[src/rtl/matrix_entry_ctrl.sv]
// matrix_entry_ctrl: collects a cfgX x cfgY matrix one element per beat and commits it to a store with a single strobe.
// Defining MATRIX_ENTRY_TIMEOUT_EN adds a 16-bit LOAD inactivity timeout.
module matrix_entry_ctrl #(
  parameter int ELEM_WIDTH = 8,
  parameter int MAX_DIM    = 5
) (
  input  logic                                    clk,
  input  logic                                    rst,
  input  logic                                    start,
  input  logic [7:0]                              cfgX,
  input  logic [7:0]                              cfgY,
  input  logic                                    abort,
  input  logic                                    elemValid,
  input  logic [ELEM_WIDTH-1:0]                   elemData,
  output logic                                    elemReady,
  output logic [7:0]                              dimX,
  output logic [7:0]                              dimY,
  output logic                                    writeEnable,
  output logic [MAX_DIM*MAX_DIM*ELEM_WIDTH-1:0]   writeData,
  output logic [4:0]                              elemCnt,
  output logic                                    busy,
  output logic                                    done,
  output logic                                    err
);
  localparam int MAX_ELEM = MAX_DIM * MAX_DIM;
  localparam logic [7:0] MD = 8'(MAX_DIM);

  typedef enum logic [1:0] {IDLE, LOAD, ALIGN, COMMIT} state_t;

  state_t                             r_state, w_next;
  logic [7:0]                         r_dim_x, r_dim_y;
  logic [MAX_ELEM*ELEM_WIDTH-1:0]     r_data;
  logic [4:0]                         r_cnt;
  logic                               r_err;
  logic                               w_ok, w_accept, w_beat, w_last, w_tmo;
  logic [7:0]                         w_total;

  assign w_ok     = (cfgX != 8'd0) && (cfgX <= MD) && (cfgY != 8'd0) && (cfgY <= MD);
  assign w_accept = (r_state == IDLE) && start && w_ok;
  assign w_beat   = elemValid && elemReady;
  assign w_total  = 8'(r_dim_x * r_dim_y);
  assign w_last   = w_beat && (({3'b0, r_cnt} + 8'd1) == w_total);

`ifdef MATRIX_ENTRY_TIMEOUT_EN
  logic [15:0] r_tmo;
  // Counter idles at zero outside LOAD, so it is already clear on entry.
  always_ff @(posedge clk or negedge rst)
    if (!rst) r_tmo <= '0;
    else      r_tmo <= (r_state != LOAD || w_beat) ? '0 : r_tmo + 16'd1;
  assign w_tmo = (r_state == LOAD) && !w_beat && (r_tmo == 16'hFFFF);
`else
  assign w_tmo = 1'b0;
`endif

  always_comb begin
    w_next = r_state;
    case (r_state)
      IDLE:    w_next = w_accept ? LOAD : IDLE;
      LOAD:    w_next = abort ? IDLE : w_last ? ALIGN : w_tmo ? IDLE : LOAD;
      ALIGN:   w_next = COMMIT;
      default: w_next = IDLE;
    endcase
  end

  always_ff @(posedge clk or negedge rst)
    if (!rst) begin
      r_state <= IDLE;
      r_dim_x <= '0;
      r_dim_y <= '0;
      r_data  <= '0;
      r_cnt   <= '0;
      r_err   <= 1'b0;
    end else begin
      r_state <= w_next;
      r_err   <= ((r_state == IDLE) && start && !w_ok) || (w_tmo && !abort);
      if (w_accept) begin
        r_dim_x <= cfgX;
        r_dim_y <= cfgY;
        r_data  <= '0;
        r_cnt   <= '0;
      end else if (w_beat) begin
        r_cnt <= r_cnt + 5'd1;
        for (int k = 0; k < MAX_ELEM; k++)
          if (r_cnt == 5'(k)) r_data[k*ELEM_WIDTH +: ELEM_WIDTH] <= elemData;
      end
    end

  assign elemReady   = (r_state == LOAD);
  assign writeEnable = (r_state == COMMIT);
  assign done        = (r_state == COMMIT);
  assign busy        = (r_state != IDLE);
  assign err         = r_err;
  assign dimX        = r_dim_x;
  assign dimY        = r_dim_y;
  assign writeData   = r_data;
  assign elemCnt     = r_cnt;
endmodule

[config.mk]
export PLATFORM = sky130hd
export DESIGN_NAME = matrix_entry_ctrl
export DESIGN_NICKNAME = d
export VERILOG_FILES = /design/src/rtl/matrix_entry_ctrl.sv
export SDC_FILE = /design/constraint.sdc
export NUM_CORES = 1
export LEC_CHECK = 0
export ABC_AREA = 1
export CORE_UTILIZATION = 40
export CTS_CLUSTER_DIAMETER = 30
export DETAILED_ROUTE_END_ITERATION = 8
export GPL_TIMING_DRIVEN = 0
export PLACE_DENSITY_LB_ADDON = 0.25
export SLEW_MARGIN = 20
export SYNTH_ARGS = -nofsm -noshare
export SYNTH_HDL_FRONTEND = slang
export SYNTH_SLANG_ARGS = --single-unit
[constraint.sdc]
create_clock -name clk -period 11.11 [get_ports clk]
set_clock_uncertainty 0.05 [all_clocks]
set_input_delay 2.222 -clock clk [delete_from_list [all_inputs] [get_ports clk]]
set_output_delay 2.222 -clock clk [all_outputs]
set_load 0.05 [all_outputs]
==> results of run 1 <==
[worst max path at each step]
stage                     slack (ps)  depth (start not counted)            end    start
after floorplan                 6690                         18     r_state[0]  dimX[1]
after global placement         -1880                          1  writeData[14]      rst
after detailed placement        6430                         11  writeData[13]  cfgX[1]
after CTS                       6670                         18     r_state[0]  dimX[1]
after global routing            6460                         18     r_state[0]  dimX[1]
final                           6680                         18     r_state[0]  dimX[1]
[through the flow]
| stage | hold slack (ps) | instances | total power, mW | TNS (ps) |
|---|---|---|---|---|
| finish | 426 | 1748 | 2.36 | 0 |
| global route | 446 | 1748 | 2.44 | 0 |
| floorplan | 510 | 1074 | 0.882 | 0 |
| global placement | 415 | 1658 | 0.936 | -415570 |
| detailed placement | 418 | 1660 | 0.939 | 0 |
| CTS | 429 | 1748 | 2.39 | 0 |
[worst max-delay path, cell delays in order (launching register included)]
cell and delay (ps):
dfrtp_1 370, clkbuf_1 350, nand2_1 140, fa_1 470
fa_1 550, inv_1 50, fa_1 470, inv_1 50
fa_1 530, inv_1 50, ha_1 330, a21o_1 190
a31oi_1 260, xnor2_1 180, inv_1 50, nand2_1 60
nand3_1 70, nand2_1 70, nand2_1 40
[cell type report]
type                       instances  area, µm²  share of cell area [%]
inverter                         114        428                    2.87
clock inverter                    19        263                    1.76
sequential                       224       5610                    37.6
clock buffer                      69       1410                    9.46
multi-input combinational        682       3730                    25.0
buffer                            54        477                    3.19
timing repair buffer             256       2600                    17.4
tap                              330        413                    2.77
[sequential cells by signal, summed over array words and instances, names as in the netlist]
signal and count:
dimY 8, r_state 2, elemCnt 5, err 1, writeData 200, dimX 8
[cell usage in the layout (no fill, tap or decap), drive strengths merged]
cell           synthesis  final
nor3                   1      1
xor2                   7      7
nand2                361    361
clkdlybuf4s50          0    253
clkinv                 0     11
nor4                   1      1
a21o                   1      1
dfrtp                224    224
inv                  114    115
bufinv                 0      5
a31oi                  2      2
a21oi                  6      6
o21ai                206    206
nor3b                  1      1
nor2                  31     31
buf                   41     44
fa                    12     12
clkbuf                13     82
nand3                 25     25
clkinvlp               0      2
or2                    1      1
ha                    21     21
xnor2                  4      4
nand4                  2      2
[power by group]
group | switching (mW) | leakage (nW) | internal, mW
clock network | 0.446 | 0.820 | 0.995
logic | 0.0690 | 3.39 | 0.0278
registers | 0.00358 | 3.12 | 0.824
[routing by layer]
metal  GRT usage [%]  wire length (µm)
met5               0                 0
met4            7.12               698
met3            7.74              2590
met2            36.6             13400
met1            29.3             12600
[cells by family after synthesis]
kind of cell	share of synthesized area, %
buf+inv	8.84
flops	54.8
xor+xnor	0.941
fa+ha+maj	4.91
simple gates	16.4
compound gates	14.2
==> flow_metrics.py, run 1 <==
metrics = {
    "run_status": {
        "status": "complete, no violations",
    },
    "worst_setup_path": {
        "critical_path_class": "reg2reg",
        "r2r_cells": 18,
        "path_max_fanout": 8,
        "cp.required_ps": 11470,
        "start_kind": "register",
        "timing.rr.start": "dimX[1]",
        "endpoint_kind": "register",
        "cp.arrival_ps": 4800,
        "r2r_setup_slack_ps": 6680,
        "reg2reg_to": "r_state[0]",
    },
    "power_and_ir_drop": {
        "ir_worst_vdd_mv": 0.117,
        "p_leak_nw": 7.33,
        "power.density_mw_per_mm2": 158,
    },
    "sta": {
        "setup_ws_ps": 6680,
        "relSlewSlack_pct": 60.4,
        "min_period_over_period_pct": 39.9,
        "max_freq_ghz": 0.226,
        "worstMarginPinSlew_ps": 592,
        "setup_viol": 0,
        "period_minus_slack_ps": 4430,
        "hold_viol": 0,
        "drv_slew": 0,
        "rsz0062_at_grt": "false",
    },
    "hold_path": {
        "min-delay-start": "writeData[160]",
        "hp-class": "reg2reg",
        "whs_path_depth": 2,
        "hold_end": "writeData[160]",
    },
    "logic_synthesis": {
        "synth_warnings": 0,
        "synth-edff-count": 0,
        "synth.top_cell.area_share_pct": 54.8,
        "synth_seq_area_share_pct": 54.8,
        "syn_area_mm2": 0.0102,
        "synthFlopType": "dfrtp_1",
        "ys_ff_latch": 224,
        "syn_nets": 1136,
        "yosysMostFrequentCell": "nand2_1",
        "syn_area_per_cell_um2": 9.53,
        "synth_commonest_cells": "348 x nand2_1, 224 x dfrtp_1, 97 x o21ai_2",
        "synth_area_leaders": "dfrtp_1 55%, nand2_1 13%, o21ai_2 8.3%, o21ai_1 4.6%, buf_6 3.5%",
        "yosys.area.top_type": "dfrtp_1",
        "async_reset_ff_share_pct": 100,
        "syn_inst": 1074,
        "synthDistinctLibCells": 29,
    },
    "cts": {
        "hold_buffers": 0,
        "insertion_delay_ps": 520,
        "cts_setup_buffers": 0,
        "h-tree-depth": 2,
        "tritoncts": "done",
        "clk_pin_slew_worst_paths_ps": 40,
        "clock_sinks": 224,
        "cts_buffers": 49,
        "cts.path.max_buffers": 3,
        "clockRootBuffer": "clkbuf_16",
        "cts_resized": 0,
    },
    "floorplan": {
        "die_x_um": 162,
        "pin_count": 255,
        "core-area_mm2": 0.0251,
        "start_util_pct": 40.8,
        "rows": 58,
        "die-area_mm2": 0.0262,
        "dieHeight_um": 162,
    },
    "global_routing": {
        "grt_pass1_vias": 8348,
        "antenna_found_initial": 0,
        "grt_start_max_net_pins": 97,
        "gr-total-overflow": 0,
        "grtUsageTotal_pct": 22.9,
        "grt_pass1_wl_um": 46400,
    },
    "cells_and_area": {
        "antenna_cells": 0,
        "syn_to_final_growth_pct": 45.8,
        "utilization_pct": 59.4,
        "fillers": 2201,
        "final_area_mm2": 0.0149,
        "drive_above_1_share_pct": 18.8,
        "layout.nets": 1443,
    },
    "route": {
        "drc_errors": 0,
        "postRouteAntennaNets": 0,
        "drt_iter0_markers": 535,
        "wl_per_cell_um": 16.8,
        "routed_wl_um": 29300,
        "drt_pre_antenna_iters": 5,
        "vias": 8359,
        "vias_per_cell": 4.78,
    },
    "placement": {
        "portBuffers": 254,
        "finalWeightedCongestion": 0.792,
        "dpl.hpwl_um": 20600,
        "placed_area_mm2": 0.0133,
        "dp_slack_ps": 6430,
    },
    "run": {
        "cap_violations": 0,
    },
}
(Power assumes the default switching activity.)
==> run 2: changes to the inputs <==
==> constraint.sdc (replaced) <==
create_clock -name clk -period 3.57 [get_ports clk]
set_clock_uncertainty 0.05 [all_clocks]
set_input_delay 0.714 -clock clk [delete_from_list [all_inputs] [get_ports clk]]
set_output_delay 0.714 -clock clk [all_outputs]
set_load 0.05 [all_outputs]
==> run 2 against run 1 <==
Compared with the run above:
- the run now ends with negative setup slack left
- critical endpoint unchanged
- worst hold slack got worse by 340 ps
- combinational power grew to 3.1 times the previous value
- register-to-register slack lost 6800 ps
==> flow_metrics.py, run 2 (synthesis gave the netlist of run 1 again) <==
metrics = {
    "route": {
        "vias": 8421,
        "drt_pre_antenna_iters": 5,
        "postRouteAntennaNets": 0,
        "vias_per_cell": 4.78,
        "drc_errors": 0,
        "wl_per_cell_um": 16.9,
        "drt_iter0_markers": 481,
        "routed_wl_um": 29800,
    },
    "cells_and_area": {
        "final_common_cell": "nand2_1",
        "syn_to_final_growth_pct": 48.5,
        "drive_above_1_share_pct": 21.9,
        "largest_reg_flops": 200,
        "utilization_pct": 60.5,
        "final_cell_mix": "344 x nand2_1, 253 x clkdlybuf4s50_1, 217 x dfrtp_1, 97 x o21ai_2, 95 x o21ai_1",
        "antenna_cells": 0,
        "layout.cells.non_filler": 1762,
        "layout.nets": 1452,
    },
    "power_and_ir_drop": {
        "power.density_mw_per_mm2": 496,
        "ir_worst_vdd_mv": 0.479,
        "p_leak_nw": 7.42,
    },
    "cts": {
        "clk_pin_slew_worst_paths_ps": 50,
        "cts.path.max_buffers": 3,
        "cts_buffers": 51,
        "tritoncts": "done",
        "insertion_delay_ps": 540,
        "clock_sinks": 224,
        "h-tree-depth": 2,
        "hold_buffers": 0,
        "clockRootBuffer": "clkbuf_16",
    },
    "run_status": {
        "violations": "negative setup slack",
        "status": "complete, but fails checks",
    },
    "floorplan": {
        "die_x_um": 162,
        "start_util_pct": 40.8,
        "core-area_mm2": 0.0251,
        "pin_count": 255,
        "dieHeight_um": 162,
        "rows": 58,
        "die-area_mm2": 0.0262,
    },
    "worst_setup_path": {
        "cp.arrival_ps": 4090,
        "critical_path_class": "reg2reg",
        "start_kind": "register",
        "r2r_cells": 17,
        "cp.required_ps": 3950,
        "endpoint_kind": "register",
        "path_max_fanout": 6,
        "r2r_setup_slack_ps": -140,
    },
    "global_routing": {
        "grtUsageTotal_pct": 23.4,
        "grt_start_max_net_pins": 84,
        "gr-total-overflow": 0,
        "grt_pass1_vias": 8639,
        "antenna_found_initial": 0,
        "top_usage_layer": "met2",
        "grtUsageMet3_pct": 7.71,
        "gr-usage-met2_pct": 37.5,
        "grt_pass1_wl_um": 47600,
        "met1_usage_pct": 29.6,
    },
    "sta": {
        "setup_ws_ps": -143,
        "hold_viol": 0,
        "relSlewSlack_pct": 59.1,
        "max_freq_ghz": 0.269,
        "setup_viol": 2,
        "rsz0062_at_grt": "true",
        "drv_slew": 0,
        "worstMarginPinSlew_ps": 612,
        "holdWs_ps": 84.2,
        "fin_tns_setup_ps": -186,
        "min_period_over_period_pct": 104,
        "period_minus_slack_ps": 3710,
    },
    "placement": {
        "dp.cells": 1660,
        "dp_slack_ps": -294,
        "dpl.hpwl_um": 20700,
        "portBuffers": 254,
        "finalWeightedCongestion": 0.824,
    },
    "hold_path": {
        "hp-class": "in2async",
    },
    "run": {
        "cap_violations": 0,
    },
}
==> run 2: critical path: stages, from the launching register on <==
cell	delay, ps
dfrtp_2	430
nand2_2	80
fa_2	380
fa_1	490
inv_1	50
fa_1	490
inv_2	40
fa_1	490
inv_2	50
ha_4	230
a21o_1	180
a31oi_4	200
xnor2_2	150
inv_1	50
nand2_1	50
nand3_1	70
nand2_1	60
nand2_1	40
==> run 2: what timing repair did <==
item / in CTS / in global routing
endpoints found under the setup margin: 2 / 2
pin swaps: 10 / 13
resized for setup: 9 / 5
buffers inserted: 8 / 2
==> run 2: final timing paths <==
path                                     from             end
worst max-delay path                  dimY[2]      r_state[0]
worst min-delay path                      rst  writeData[118]
worst max register to register        dimY[2]      r_state[0]
worst min register to register  writeData[25]   writeData[25]
max in group asynchronous                 rst         dimY[2]
min in group clk                writeData[25]   writeData[25]
==> run 2: cell type report <==
| type | count | area, µm² |
|---|---|---|
| multi-input cells | 682 | 3830 |
| well taps | 330 | 413 |
| clock inverters | 25 | 309 |
| repair buffers | 266 | 2680 |
| flip-flops and latches | 224 | 5610 |
| plain buffers | 51 | 482 |
| clock buffers | 70 | 1450 |
| fillers | 2188 | 9910 |
| inverters | 114 | 428 |
==> run 2: stage by stage <==
stage	power, mW	instance area [µm²]
after floorplan	2.75	10300
after global placement	2.91	13300
after detailed placement	2.92	13300
after CTS	7.61	15200
after global routing	7.78	15200
final	7.54	15200
==> run 2: layer usage <==
metal  part of all wire [%]  up-vias
met2                     47      263
met3                    8.1       58
met1                     42     4037
li1                       -     4063
met5                      0        -
met4                    3.1        0
==> run 2: where the power goes <==
part / total (mW) / internal, mW / leakage, nW / switching [mW]
clock: 4.66 / 3.20 / 0.859 / 1.47
combinational: 0.301 / 0.0872 / 3.45 / 0.214
sequential: 2.57 / 2.56 / 3.10 / 0.0110
==> run 3: changes to the inputs <==
==> constraint.sdc (replaced) <==
create_clock -name clk -period 3.57 [get_ports clk]
set_clock_uncertainty 0.05 [all_clocks]
set_input_delay 0.714 -clock clk [delete_from_list [all_inputs] [get_ports clk]]
set_output_delay 0.714 -clock clk [all_outputs]
set_load 0.1 [all_outputs]
==> run 3 against run 2 <==
Compared with the run above:
- the flow still finishes with violations (negative setup slack)
- wire length grew 0.28%
- largest cell class unchanged
- final area is essentially flat
- flip-flop and latch count is the same
- clock power grew 2%
- register-to-register slack is essentially flat
- sequential power is essentially flat
- worst hold slack lost 22 ps
- clock-buffer cell count shrank 3
==> flow_metrics.py, run 3 (synthesis gave the netlist of run 1 again) <==
metrics = {
    "run_status": {
        "status": "complete, but fails checks",
        "violations": "negative setup slack",
    },
    "power_and_ir_drop": {
        "power.share.combinational_pct": 4.7,
        "p_int_mw": 5.89,
        "swShare_pct": 23.2,
        "power.density_mw_per_mm2": 504,
        "ir_worst_vdd_mv": 0.418,
        "p_clk_share_pct": 61.7,
        "p_leak_nw": 7.41,
        "p_seq_share_pct": 33.6,
        "p_sw_mw": 1.78,
    },
    "worst_setup_path": {
        "path_max_fanout": 6,
        "critical_path_class": "reg2reg",
        "timing.rr.start": "dimY[2]",
        "reg2reg_to": "r_state[0]",
        "cp_slowest_cell": "fa_1",
        "cp.required_ps": 3940,
        "r2r_setup_slack_ps": -150,
        "cp.arrival_ps": 4090,
        "cpLargestDelayFamily": "adder cells",
        "start_kind": "register",
        "worst_path_largest_cell_delay_ps": 500,
        "cp_num_buf_inv": 4,
        "endpoint_kind": "register",
        "r2r_cells": 17,
        "path_cells": "nand2_2, fa_2, fa_1, inv_2, fa_1, inv_1, fa_1, inv_2, ha_4, a21o_1, a31oi_4, xnor2_2, inv_1, nand2_1, nand3_1, nand2_1, nand2_1",
    },
    "floorplan": {
        "start_util_pct": 40.8,
        "die_x_um": 162,
        "rows": 58,
        "dieHeight_um": 162,
        "core-area_mm2": 0.0251,
        "die-area_mm2": 0.0262,
        "pin_count": 255,
    },
    "sta": {
        "rsz0062_at_grt": "true",
        "drv_slew": 0,
        "max_freq_ghz": 0.269,
        "relSlewSlack_pct": 28.9,
        "worstMarginPinSlew_ps": 1060,
        "setup_ws_ps": -146,
        "min_period_over_period_pct": 104,
        "fin_tns_setup_ps": -230,
        "setup_viol": 2,
        "period_minus_slack_ps": 3720,
        "hold_viol": 0,
    },
    "cells_and_area": {
        "syn_to_final_growth_pct": 48.6,
        "antenna_cells": 0,
        "layout.cells.non_filler": 1763,
        "drive_above_1_share_pct": 21.8,
        "final_cell_mix": "346 x nand2_1, 253 x clkdlybuf4s50_1, 214 x dfrtp_1, 97 x o21ai_2, 95 x o21ai_1",
        "largest_reg_flops": 200,
        "layout.nets": 1453,
        "final_common_cell": "nand2_1",
    },
    "cts": {
        "cts.path.max_buffers": 3,
        "h-tree-depth": 2,
        "clock_sinks": 224,
        "clockRootBuffer": "clkbuf_16",
        "hold_buffers": 0,
        "clk_pin_slew_worst_paths_ps": 50,
        "tritoncts": "done",
        "cts_buffers": 51,
        "insertion_delay_ps": 530,
    },
    "placement": {
        "portBuffers": 254,
        "dp_slack_ps": -349,
        "finalWeightedCongestion": 0.781,
        "dp.cells": 1660,
        "dpl.hpwl_um": 20300,
    },
    "hold_path": {
        "hp-class": "in2async",
    },
    "global_routing": {
        "grt_pass1_vias": 8528,
        "gr-total-overflow": 0,
        "grt_pass1_wl_um": 47200,
        "grtUsageTotal_pct": 23.3,
        "grt_start_max_net_pins": 85,
        "antenna_found_initial": 0,
    },
    "route": {
        "vias_per_cell": 4.80,
        "vias": 8467,
        "drt_iter0_markers": 454,
        "drc_errors": 0,
        "routed_wl_um": 29900,
        "postRouteAntennaNets": 0,
        "wl_per_cell_um": 16.9,
        "drt_pre_antenna_iters": 5,
    },
    "run": {
        "cap_violations": 0,
    },
}
run 3: cell types whose count changed in the layout (fill, tap and decap cells not counted), sizes merged:
cell	before	now
bufinv	5	6
clkinvlp	4	7
clkinv	11	10
clkbuf	80	77
buf	54	55
run 3: repair_timing:
action,CTS,global route
pin swaps,7,3
gates resized for setup,8,2
buffers inserted,12,0
setup endpoints to repair,2,2
run 3: worst max-delay path by stage:
stage | cells after the start | endpoint | startpoint | slack [ps]
after floorplan | 18 | r_state[0] | dimX[2] | -350
after global routing | 17 | r_state[0] | dimY[2] | -300
after detailed placement | 17 | r_state[0] | dimX[0] | -350
after global placement | 1 | dimX[3] | rst | -9560
final | 17 | r_state[0] | dimY[2] | -150
after CTS | 17 | r_state[0] | dimY[2] | -130
run 3: final cells by class:
| class | count | area (µm²) |
|---|---|---|
| Buffer | 50 | 460 |
| Clock buffer | 67 | 1430 |
| Clock inverter | 28 | 342 |
| Fill cell | 2205 | 9900 |
| Inverter | 114 | 428 |
| Multi-Input combinational cell | 682 | 3820 |
| Sequential cell | 224 | 5630 |
| Tap cell | 330 | 413 |
| Timing Repair Buffer | 268 | 2700 |
run 3: metal layers:
layer	GRT usage (%)	vias up	wire [µm]
met4	7.72	0	875
li1	-	4081	-
met5	0	-	0
met1	29.0	4089	12600
met3	6.69	67	2000
met2	38.9	230	14400
run 3: through the flow:
step / util, % / hold WS, ps / instance area [µm²] / power, mW
after global routing: 60.6 / 102 / 15200 / 7.89
after global placement: 53.0 / 414 / 13300 / 2.97
final: 60.6 / 62.0 / 15200 / 7.67
after floorplan: - / 368 / 10300 / 2.81
after detailed placement: 53.2 / 418 / 13400 / 2.98
after CTS: 60.6 / 87.4 / 15200 / 7.73
run 3: power groups by stage:
stage / Sequential [mW] / Clock, mW / Combinational [mW]
after detailed placement: 2.61 / 0 / 0.371
final: 2.57 / 4.73 / 0.364
after CTS: 2.57 / 4.78 / 0.373
after global routing: 2.57 / 4.92 / 0.390
after floorplan: 2.73 / 0 / 0.0778
after global placement: 2.61 / 0 / 0.360
